### src/rtl/gpc_pkg.sv
// Shared definitions for the gpc_stack program counter: command priority
// encoding, default geometry and the RAS stack-pointer width helper.
package gpc_pkg;

    localparam int unsigned GPC_DEF_WIDTH = 16;
    localparam int unsigned GPC_DEF_DEPTH = 4;

    // Ordered lowest to highest priority.
    typedef enum logic [2:0] {
        CMD_NONE,
        CMD_INC,
        CMD_BR,
        CMD_RET,
        CMD_CALL,
        CMD_LOAD
    } cmd_e;

    // sp counts 0..DEPTH inclusive, so it needs one bit more than the index.
    function automatic int unsigned sp_width(input int unsigned depth);
        return $clog2(depth) + 1;
    endfunction

endpackage

### src/rtl/gpc_ras.sv
// Return-address stack: register-array LIFO with occupancy count and sticky
// overflow/underflow flags. Push takes precedence if push and pop are both high.
module gpc_ras import gpc_pkg::*; #(
    parameter int unsigned WIDTH = GPC_DEF_WIDTH,
    parameter int unsigned DEPTH = GPC_DEF_DEPTH
) (
    input  logic                          clk_i,
    input  logic                          rst_ni,
    input  logic                          push_i,
    input  logic                          pop_i,
    input  logic [WIDTH-1:0]              data_i,
    output logic [WIDTH-1:0]              data_o,
    output logic [sp_width(DEPTH)-1:0]    sp_o,
    output logic                          full_o,
    output logic                          empty_o,
    output logic                          overflow_o,
    output logic                          underflow_o
);

    localparam int unsigned AW  = $clog2(DEPTH);
    localparam int unsigned SPW = sp_width(DEPTH);

    logic [WIDTH-1:0] mem_q [DEPTH];
    logic [SPW-1:0]   sp_q, sp_d;
    logic             ovf_q, ovf_d;
    logic             udf_q, udf_d;
    logic             do_push;
    logic [AW-1:0]    wr_idx;
    logic [AW-1:0]    rd_idx;

    assign full_o      = (sp_q == SPW'(DEPTH));
    assign empty_o     = (sp_q == '0);
    assign do_push     = push_i && !full_o;
    assign wr_idx      = sp_q[AW-1:0];
    assign rd_idx      = AW'(sp_q - SPW'(1));
    assign data_o      = mem_q[rd_idx];
    assign sp_o        = sp_q;
    assign overflow_o  = ovf_q;
    assign underflow_o = udf_q;

    always_comb begin
        sp_d  = sp_q;
        ovf_d = ovf_q;
        udf_d = udf_q;
        if (push_i) begin
            if (full_o) ovf_d = 1'b1;
            else        sp_d  = sp_q + SPW'(1);
        end else if (pop_i) begin
            if (empty_o) udf_d = 1'b1;
            else         sp_d  = sp_q - SPW'(1);
        end
    end

    always_ff @(posedge clk_i or negedge rst_ni) begin
        if (!rst_ni) begin
            sp_q  <= '0;
            ovf_q <= 1'b0;
            udf_q <= 1'b0;
        end else begin
            sp_q  <= sp_d;
            ovf_q <= ovf_d;
            udf_q <= udf_d;
        end
    end

    // Contents are meaningless after reset, so the array carries no reset.
    always_ff @(posedge clk_i) begin
        if (do_push) mem_q[wr_idx] <= data_i;
    end

endmodule

### src/rtl/gpc_stack.sv
// Program counter with load/increment/relative branch and call/return via gpc_ras.
// Optional GPC_WRAP_DET_EN adds a registered 'wrap' output flagging adder wrap.
module gpc_stack import gpc_pkg::*; #(
    parameter int unsigned      WIDTH    = GPC_DEF_WIDTH,
    parameter int unsigned      DEPTH    = GPC_DEF_DEPTH,
    parameter logic [WIDTH-1:0] RESET_PC = '0
) (
    input  logic                       clk,
    input  logic                       reset,
    input  logic                       load,
    input  logic                       increment,
    input  logic                       branch,
    input  logic                       call,
    input  logic                       ret,
    input  logic [WIDTH-1:0]           w,
    output logic [WIDTH-1:0]           y,
    output logic [sp_width(DEPTH)-1:0] sp,
    output logic                       empty,
    output logic                       full,
    output logic                       overflow,
    output logic                       underflow
`ifdef GPC_WRAP_DET_EN
    ,
    output logic                       wrap
`endif
);

    cmd_e             cmd;
    logic [WIDTH-1:0] y_q, y_d;
    logic [WIDTH-1:0] y_inc;
    logic [WIDTH-1:0] y_sum;
    logic [WIDTH-1:0] ras_top;

    always_comb begin
        if      (load)      cmd = CMD_LOAD;
        else if (call)      cmd = CMD_CALL;
        else if (ret)       cmd = CMD_RET;
        else if (branch)    cmd = CMD_BR;
        else if (increment) cmd = CMD_INC;
        else                cmd = CMD_NONE;
    end

    assign y_inc = y_q + WIDTH'(1);
    assign y_sum = y_q + w;

    gpc_ras #(
        .WIDTH (WIDTH),
        .DEPTH (DEPTH)
    ) u_ras (
        .clk_i       (clk),
        .rst_ni      (reset),
        .push_i      (cmd == CMD_CALL),
        .pop_i       (cmd == CMD_RET),
        .data_i      (y_inc),
        .data_o      (ras_top),
        .sp_o        (sp),
        .full_o      (full),
        .empty_o     (empty),
        .overflow_o  (overflow),
        .underflow_o (underflow)
    );

    always_comb begin
        y_d = y_q;
        case (cmd)
            CMD_LOAD, CMD_CALL: y_d = w;
            CMD_RET:            if (!empty) y_d = ras_top;
            CMD_BR:             y_d = y_sum;
            CMD_INC:            y_d = y_inc;
            default:            y_d = y_q;
        endcase
    end

    always_ff @(posedge clk or negedge reset) begin
        if (!reset) y_q <= RESET_PC;
        else        y_q <= y_d;
    end

    assign y = y_q;

`ifdef GPC_WRAP_DET_EN
    logic wrap_q, wrap_d;

    // Increment wraps on unsigned carry; branch wraps on signed overflow.
    always_comb begin
        wrap_d = 1'b0;
        case (cmd)
            CMD_INC: wrap_d = &y_q;
            CMD_BR:  wrap_d = (y_q[WIDTH-1] == w[WIDTH-1]) && (y_sum[WIDTH-1] != y_q[WIDTH-1]);
            default: wrap_d = 1'b0;
        endcase
    end

    always_ff @(posedge clk or negedge reset) begin
        if (!reset) wrap_q <= 1'b0;
        else        wrap_q <= wrap_d;
    end

    assign wrap = wrap_q;
`endif

endmodule

### config.mk
export PLATFORM = sky130hd
export DESIGN_NAME = gpc_stack
export DESIGN_NICKNAME = d
export VERILOG_FILES = /design/src/rtl/gpc_pkg.sv /design/src/rtl/gpc_ras.sv /design/src/rtl/gpc_stack.sv
export SDC_FILE = /design/constraint.sdc
export NUM_CORES = 1
export LEC_CHECK = 0
export ABC_CLOCK_PERIOD_IN_PS = 5000
export BUFFER_PORTS_ARGS = -buffer_cell sky130_fd_sc_hd__buf_2
export CAP_MARGIN = 20
export CORE_MARGIN = 2
export CORE_UTILIZATION = 40
export CTS_CLUSTER_DIAMETER = 30
export DETAILED_ROUTE_END_ITERATION = 10
export HOLD_SLACK_MARGIN = 0.06
export SLEW_MARGIN = 20
export SYNTH_ARGS = -nofsm -noshare
export SYNTH_HDL_FRONTEND = slang
export SYNTH_HIERARCHICAL = 1
export SYNTH_SLANG_ARGS = --single-unit
export TNS_END_PERCENT = 30
### constraint.sdc
create_clock -name clk -period 5 [get_ports clk]
set_input_delay 0.25 -clock clk [delete_from_list [all_inputs] [get_ports clk]]
set_output_delay 0.25 -clock clk [all_outputs]
set_load 0.01 [all_outputs]
After elaboration in Yosys (flattened, before gate mapping)
Memory sizes are Yosys's and may differ from the RTL's.
Index checks and enable logic that the tools add are counted.

cells by class
  add/sub/neg operators = 4
  multiply operators = 0
  div/mod/pow operators = 0
  $lt $le $gt $ge = 0
  eq/ne operators = 9
  shift operators = 0
  mux-type cells = 13
  bitwise operators = 1
  reductions and logical operators = 10

operators with widths
  kind                                                  number
  one-hot mux 16 bit (4 select lines)                   1
  2-to-1 mux 3 bit                                      6
  adder 16 x 1 -> 16 bit (second input constant)        1
  adder 16 bit                                          1
  2-to-1 mux 16 bit                                     1
  equality test 3 bit (second input constant)           3
  equality test 3 x 2 -> 1 bit (second input constant)  2
  AND reduction 3 bit                                   2
  2-to-1 mux 2 bit                                      2
  != test 2 bit (second input constant)                 2
  AND reduction 2 bit                                   2
  nonzero test 4 bit                                    1
  adder 3 x 1 -> 3 bit (second input constant)          1
  equality test 3 x 1 -> 1 bit (second input constant)  1
  logical NOT 3 bit                                     1
  2-to-1 mux 1 bit                                      3
  subtractor 3 x 1 -> 3 bit (second input constant)     1
  != test 2 x 1 -> 1 bit (second input constant)        1
  nonzero test 2 bit                                    1
  OR reduction 2 bit                                    1
  logical AND 1 bit                                     1
  logical NOT 1 bit                                     1
  inverter 1 bit                                        1

storage, ports and cells
  register bits after elaboration = 21
  bits in latches = 0
  memory bits (writable) = 64
  ROM bits = 0
  input port bits = 23
  output and inout port bits = 23
  word-level logic and storage cells = 42
  memories kept = 1

memories
  name         words  width  read ports  clocked after Yosys merged registers in  wr ports  RTL line       source
  u_ras.mem_q  4      16     1           0                                        1         gpc_ras.sv:23  logic [WIDTH-1:0] mem_q [DEPTH];

Longest topological paths before layout
  word-level depth = 9
  depth in mapped cells = 11
  depth with buffers taken out = 8

Modules after synthesis
Netlist, hierarchy kept.

modules (own cells, without submodules)
  module     times used  cells an instance  area each (um^2)  sequential area each (um^2)
  gpc_ras    1           117                2667.6            2047.0
  gpc_stack  1           237                2042.0            400.4

Least setup slack after synthesis
No wires, ideal clock.

  kind = register to register
  start point = register u_ras.sp_q[0] (netlist: u_ras/sp_o[0])
  end point = register y_q[5] (netlist: y[5])
  arrival time = 2763 ps
  required time = 4874 ps
  path slack = 2111 ps
  stages on the path, launching flop included = 11
  path buffers = 4
  clock period less this slack = 2889 ps
  path through = dfrtp_1 > buf_2 > buf_4 > inv_1 > ha_1 > clkbuf_1 > buf_2 > mux4_2 > a222oi_1 > nor2_1 > a221o_1

on the way
  cells in the longest elaborated chain, start to end = 4
  elaborated cells between the ends (all ways) = 7
  those cells by class = 1 x add/sub; 1 x eq/ne; 2 x mux; 2 x reduce/logical; 1 x memory

ends and longest elaborated chain
  element                              RTL line         source
  from (decl)                          gpc_ras.sv:24    logic [SPW-1:0] sp_q, sp_d;
  from (signal assigned)               gpc_ras.sv:60    sp_q <= sp_d;
  subtractor 3 x 1 -> 3 bit            gpc_ras.sv:35    assign rd_idx = AW'(sp_q - SPW'(1));
  memory (4 x 16 bit)                  n/a
  net ras_top[5]                       gpc_stack.sv:32  logic [WIDTH-1:0] ras_top;
  2-to-1 mux 16 bit                    gpc_stack.sv:67  CMD_RET: if (!empty) y_d = ras_top;
  one-hot mux 16 bit (4 select lines)  gpc_stack.sv:65  case (cmd)
  to (signal assigned)                 gpc_stack.sv:76  else y_q <= y_d;
  to (decl)                            gpc_stack.sv:29  logic [WIDTH-1:0] y_q, y_d;

The timed path passes the listed nets, and every way through them passes these cells. The select of a mux whose other input is x is not followed.
A chain may end at the register's enable or synchronous reset.

Worst setup path in the final report
  start point = register y_q[0] (netlist: y[0])
  end point = register y_q[12] (netlist: y[12])

on the way
  cells in the longest elaborated chain, start to end = 2
  elaborated cells between the ends (all ways) = 3
  those cells by class = 2 x add/sub; 1 x mux

ends and longest elaborated chain
  element                                                        RTL line
  adder 16 x 1 -> 16 bit / adder 16 bit (equally long branches)  gpc_stack.sv:43, gpc_stack.sv:44
  one-hot mux 16 bit (4 select lines) (*)                        gpc_stack.sv:65

Mark *: on every way between the ends. The rest lies on a longest branch, timed or not.

==> metrics.log <==
INFO  metric timing.hold.ws = 0.191 ns
INFO  metric switching_power = 0.888 mW
INFO  metric post_synthesis_cell_count = 354
INFO  metric gp_routability_congestion = 0.845
INFO  metric dr.pass1.iters = 5
INFO  metric crit_path_time_final = 2.72 ns
INFO  metric data_required_time_of_the_critical_path = 5.23 ns
INFO  metric ys_warn_count = 6
INFO  metric port_buffers = 45
INFO  metric clock_share_of_power = 28.7%
INFO  metric synth_sequential_area_ratio = 52.0%
INFO  metric multi_input_area = 2110 sq um
INFO  metric area_delta_synth_final = 13.9%
INFO  metric grt_use_total = 18.5%
INFO  metric cell_class_contributing_the_biggest_share_of_worst_path_delay = compound AO/OA/AOI/OAI gates
INFO  metric yosys_register_bits = 85
INFO  metric vias_per_cell = 5.94
INFO  metric resize_count_post_cts = 0
INFO  metric postRouteWirelength = 11300 microns
INFO  metric critical_path_start_end_classification = reg -> reg
INFO  metric first_global_vias = 3274
INFO  metric synthTopCellsByArea = edfxtp_1 41%, dfrtp_1 11%, mux4_2 7.7%
INFO  metric place_hpwl = 8120 microns
INFO  metric synth_cell_types = 61
INFO  metric p_comb_share = 34.7%
INFO  metric detail_route.iter0.violations = 351
INFO  metric fp.coreArea = 11500 sq um
INFO  metric final.setup_skew = 0.00876 ns
INFO  metric power-per-cell-area = 501 nW/um^2
INFO  metric cts_inserted_buffers = 9
INFO  metric max-slew-margin-rel = 30.7%
INFO  metric cp_max_fo = 8
INFO  metric clk_path_buf_depth = 2
INFO  metric clockRootBuffer = clkbuf_16
INFO  metric run_status = complete, no violations
INFO  metric number_of_remaining_drc_errors = 0
INFO  metric layout_worst_path_cycle_share = 54.4%
INFO  metric grt_pass1_wl = 18000 microns
INFO  metric post_synth_edffs = 64
INFO  metric fp.dieH = 113 microns
INFO  metric cts-htree-levels = 3
INFO  metric drv.max_cap_violation_count = 0
INFO  metric antenna_fix_cells = 0
INFO  metric drv_slew = 0
INFO  metric floorplan.die.width = 113 microns
INFO  metric worst_path_max_delay_cell = dfrtp_1
INFO  metric grt_start_max_net_pins = 22
INFO  metric globalRouteOverflowTotal = 0
INFO  metric static-leakage-power = 2.05 nW
INFO  metric nNetsFinal = 442
INFO  metric unrepaired_setup_endpoints_after_global_routing = no
INFO  metric tritoncts_clock_tree = built
INFO  metric mostFrequentLayoutCell = edfxtp_1
INFO  metric power.share.switching = 33.1%
INFO  metric synth_area_per_cell = 13.3 sq um
INFO  metric max_slew.worst_pin.slew = 1.04 ns
INFO  metric via_count = 3234
INFO  metric drive_gt1_share = 24.2%
INFO  metric crit_path_start_kind = register
INFO  metric slowest_delay = 0.46 ns
INFO  metric setup_tns = 0 ns
INFO  metric p_int = 1.80 mW
INFO  metric power_frac_seq = 36.6%
INFO  metric insertion_delay = 0.34 ns
INFO  metric rows = 39
INFO  metric ant_nets = 0
INFO  metric min_path_type = in -> reg
INFO  metric commonest_cells_after_routing_fill_and_taps_aside = 64 x edfxtp_1, 45 x buf_2, 22 x ha_1
INFO  metric n_fill_cell = 1015
INFO  metric postSynthNetCount = 400
INFO  metric cts.reportedPaths.clkPinSlew = 0.06 ns
INFO  metric seqCellArea = 2450 sq um
INFO  metric synthesis.area = 4710 sq um
INFO  metric netlist.area_leader.share = 40.8%
INFO  metric tritoncts_num_sinks = 85
INFO  metric hold_viol_final = 0
INFO  metric timing.critical_path.cells = ha_1, fa_1, a21o_1, a21boi_0, o31ai_1, a221oi_1, o32ai_1, a31o_1
INFO  metric peakVddDrop = 0.273 mV
INFO  metric start_util = 41.1%
INFO  metric yosys_most_used_dff = edfxtp_1
INFO  metric async_flop_share = 24.7%
INFO  metric number_of_antenna_violations_at_the_first_check_in_global_routing = 0
INFO  metric maxClockFrequency = 368 MHz
INFO  metric yosys.area.top_type = edfxtp_1
INFO  metric critical_path_buf_inv_count = 0
INFO  metric post_drt_wl_per_cell = 20.8 microns
INFO  metric worst-endpoint-arrival = 2.94 ns
INFO  metric floorplan.die_area = 12700 sq um
INFO  metric setup_viol_count_final = 0
INFO  metric top_level_pins = 46
INFO  metric cp-end-kind = register
logic make-up after synthesis:
kind of cell,Yosys count,synth area share [%]
compound gates,92,14.2
flops,85,52.0
simple gates,81,10.8
xor+xnor,29,5.39
buf+inv,26,3.27
fa+ha+maj,23,6.27
mux,18,8.18
what timing repair did:
action,4_1_cts,5_1_grt
setup buffers,0,0
hold buffers,1,0
endpoints found under the hold margin,21,0
power groups by stage:
| stage | clock, mW | combinational, mW | sequential [mW] |
|---|---|---|---|
| 6_report | 0.771 | 0.931 | 0.984 |
| 3_5_place_dp | 0 | 0.922 | 0.997 |
| 2_1_floorplan | 0 | 0.651 | 0.993 |
| 3_3_place_gp | 0 | 0.915 | 0.994 |
| 4_1_cts | 0.785 | 0.928 | 0.984 |
| 5_1_grt | 0.815 | 1.01 | 0.996 |
final timing paths:
path / slack [ns] / cells after the start / from / to
hold / removal: 0.19 / 3 / w[0] / y[0]
max in group asynchronous: 4.20 / 2 / reset / y[10]
hold reg to reg: 0.49 / 1 / u_ras/overflow_o / u_ras/overflow_o
setup / recovery: 2.28 / 8 / y[0] / y[12]
setup reg to reg: 2.28 / 8 / y[0] / y[12]
min in group asynchronous: 0.43 / 2 / reset / y[0]
flip-flops by register name, summed over array words and instances (netlist names):
register and cells:
u_ras/mem_q 64, u_ras/overflow_o 1, u_ras/sp_o 3, u_ras/underflow_o 1, y 16
per-layer routing:
metal	wire length, microns	track usage (%)
met1	5310	26.5
met2	5150	27.9
met3	607	3.89
met4	225	6.99
met5	0	0
final cells by class:
type,count,share of cell area (%)
sequential,85,45.6
multi-input combinational,243,39.4
timing repair buffer,47,4.52
clock buffer,10,4.27
tap,143,3.33
clock inverter,6,2.19
inverter,10,0.699
Yosys cell counts, types with 3 or more instances:
library cell	instances
a21o_1	5
a21oi_1	15
a221oi_1	6
a222oi_1	7
a31oi_1	5
and3_1	3
and3_2	5
and4_1	3
buf_6	6
clkbuf_1	5
dfrtp_1	21
edfxtp_1	64
ha_1	22
inv_1	10
mux4_2	16
nand2_1	18
nand2b_1	3
nand3_1	8
nor2_1	19
nor3_1	6
o21a_1	3
o21ai_0	14
o21bai_1	3
o22ai_1	8
xnor2_1	16
xor2_1	13
through the flow:
| stage | util, % | area [sq um] | instances | setup slack, ns | total power [mW] |
|---|---|---|---|---|---|
| 2_1_floorplan | - | 4710 | 354 | 2.11 | 1.64 |
| 3_3_place_gp | 43.6 | 5000 | 527 | 2.46 | 1.91 |
| 3_5_place_dp | 43.6 | 5000 | 527 | 2.38 | 1.92 |
| 4_1_cts | 46.8 | 5360 | 544 | 2.37 | 2.70 |
| 5_1_grt | 46.8 | 5370 | 544 | 2.17 | 2.82 |
| 6_report | 46.8 | 5370 | 544 | 2.28 | 2.69 |
worst reg2reg max path, stage by stage, from the launching register on:
cell	delay [ns]
dfrtp_1	0.46
ha_1	0.29
fa_1	0.42
a21o_1	0.18
a21boi_0	0.38
o31ai_1	0.17
a221oi_1	0.37
o32ai_1	0.13
a31o_1	0.19
Power figures use the tool's default switching activity.
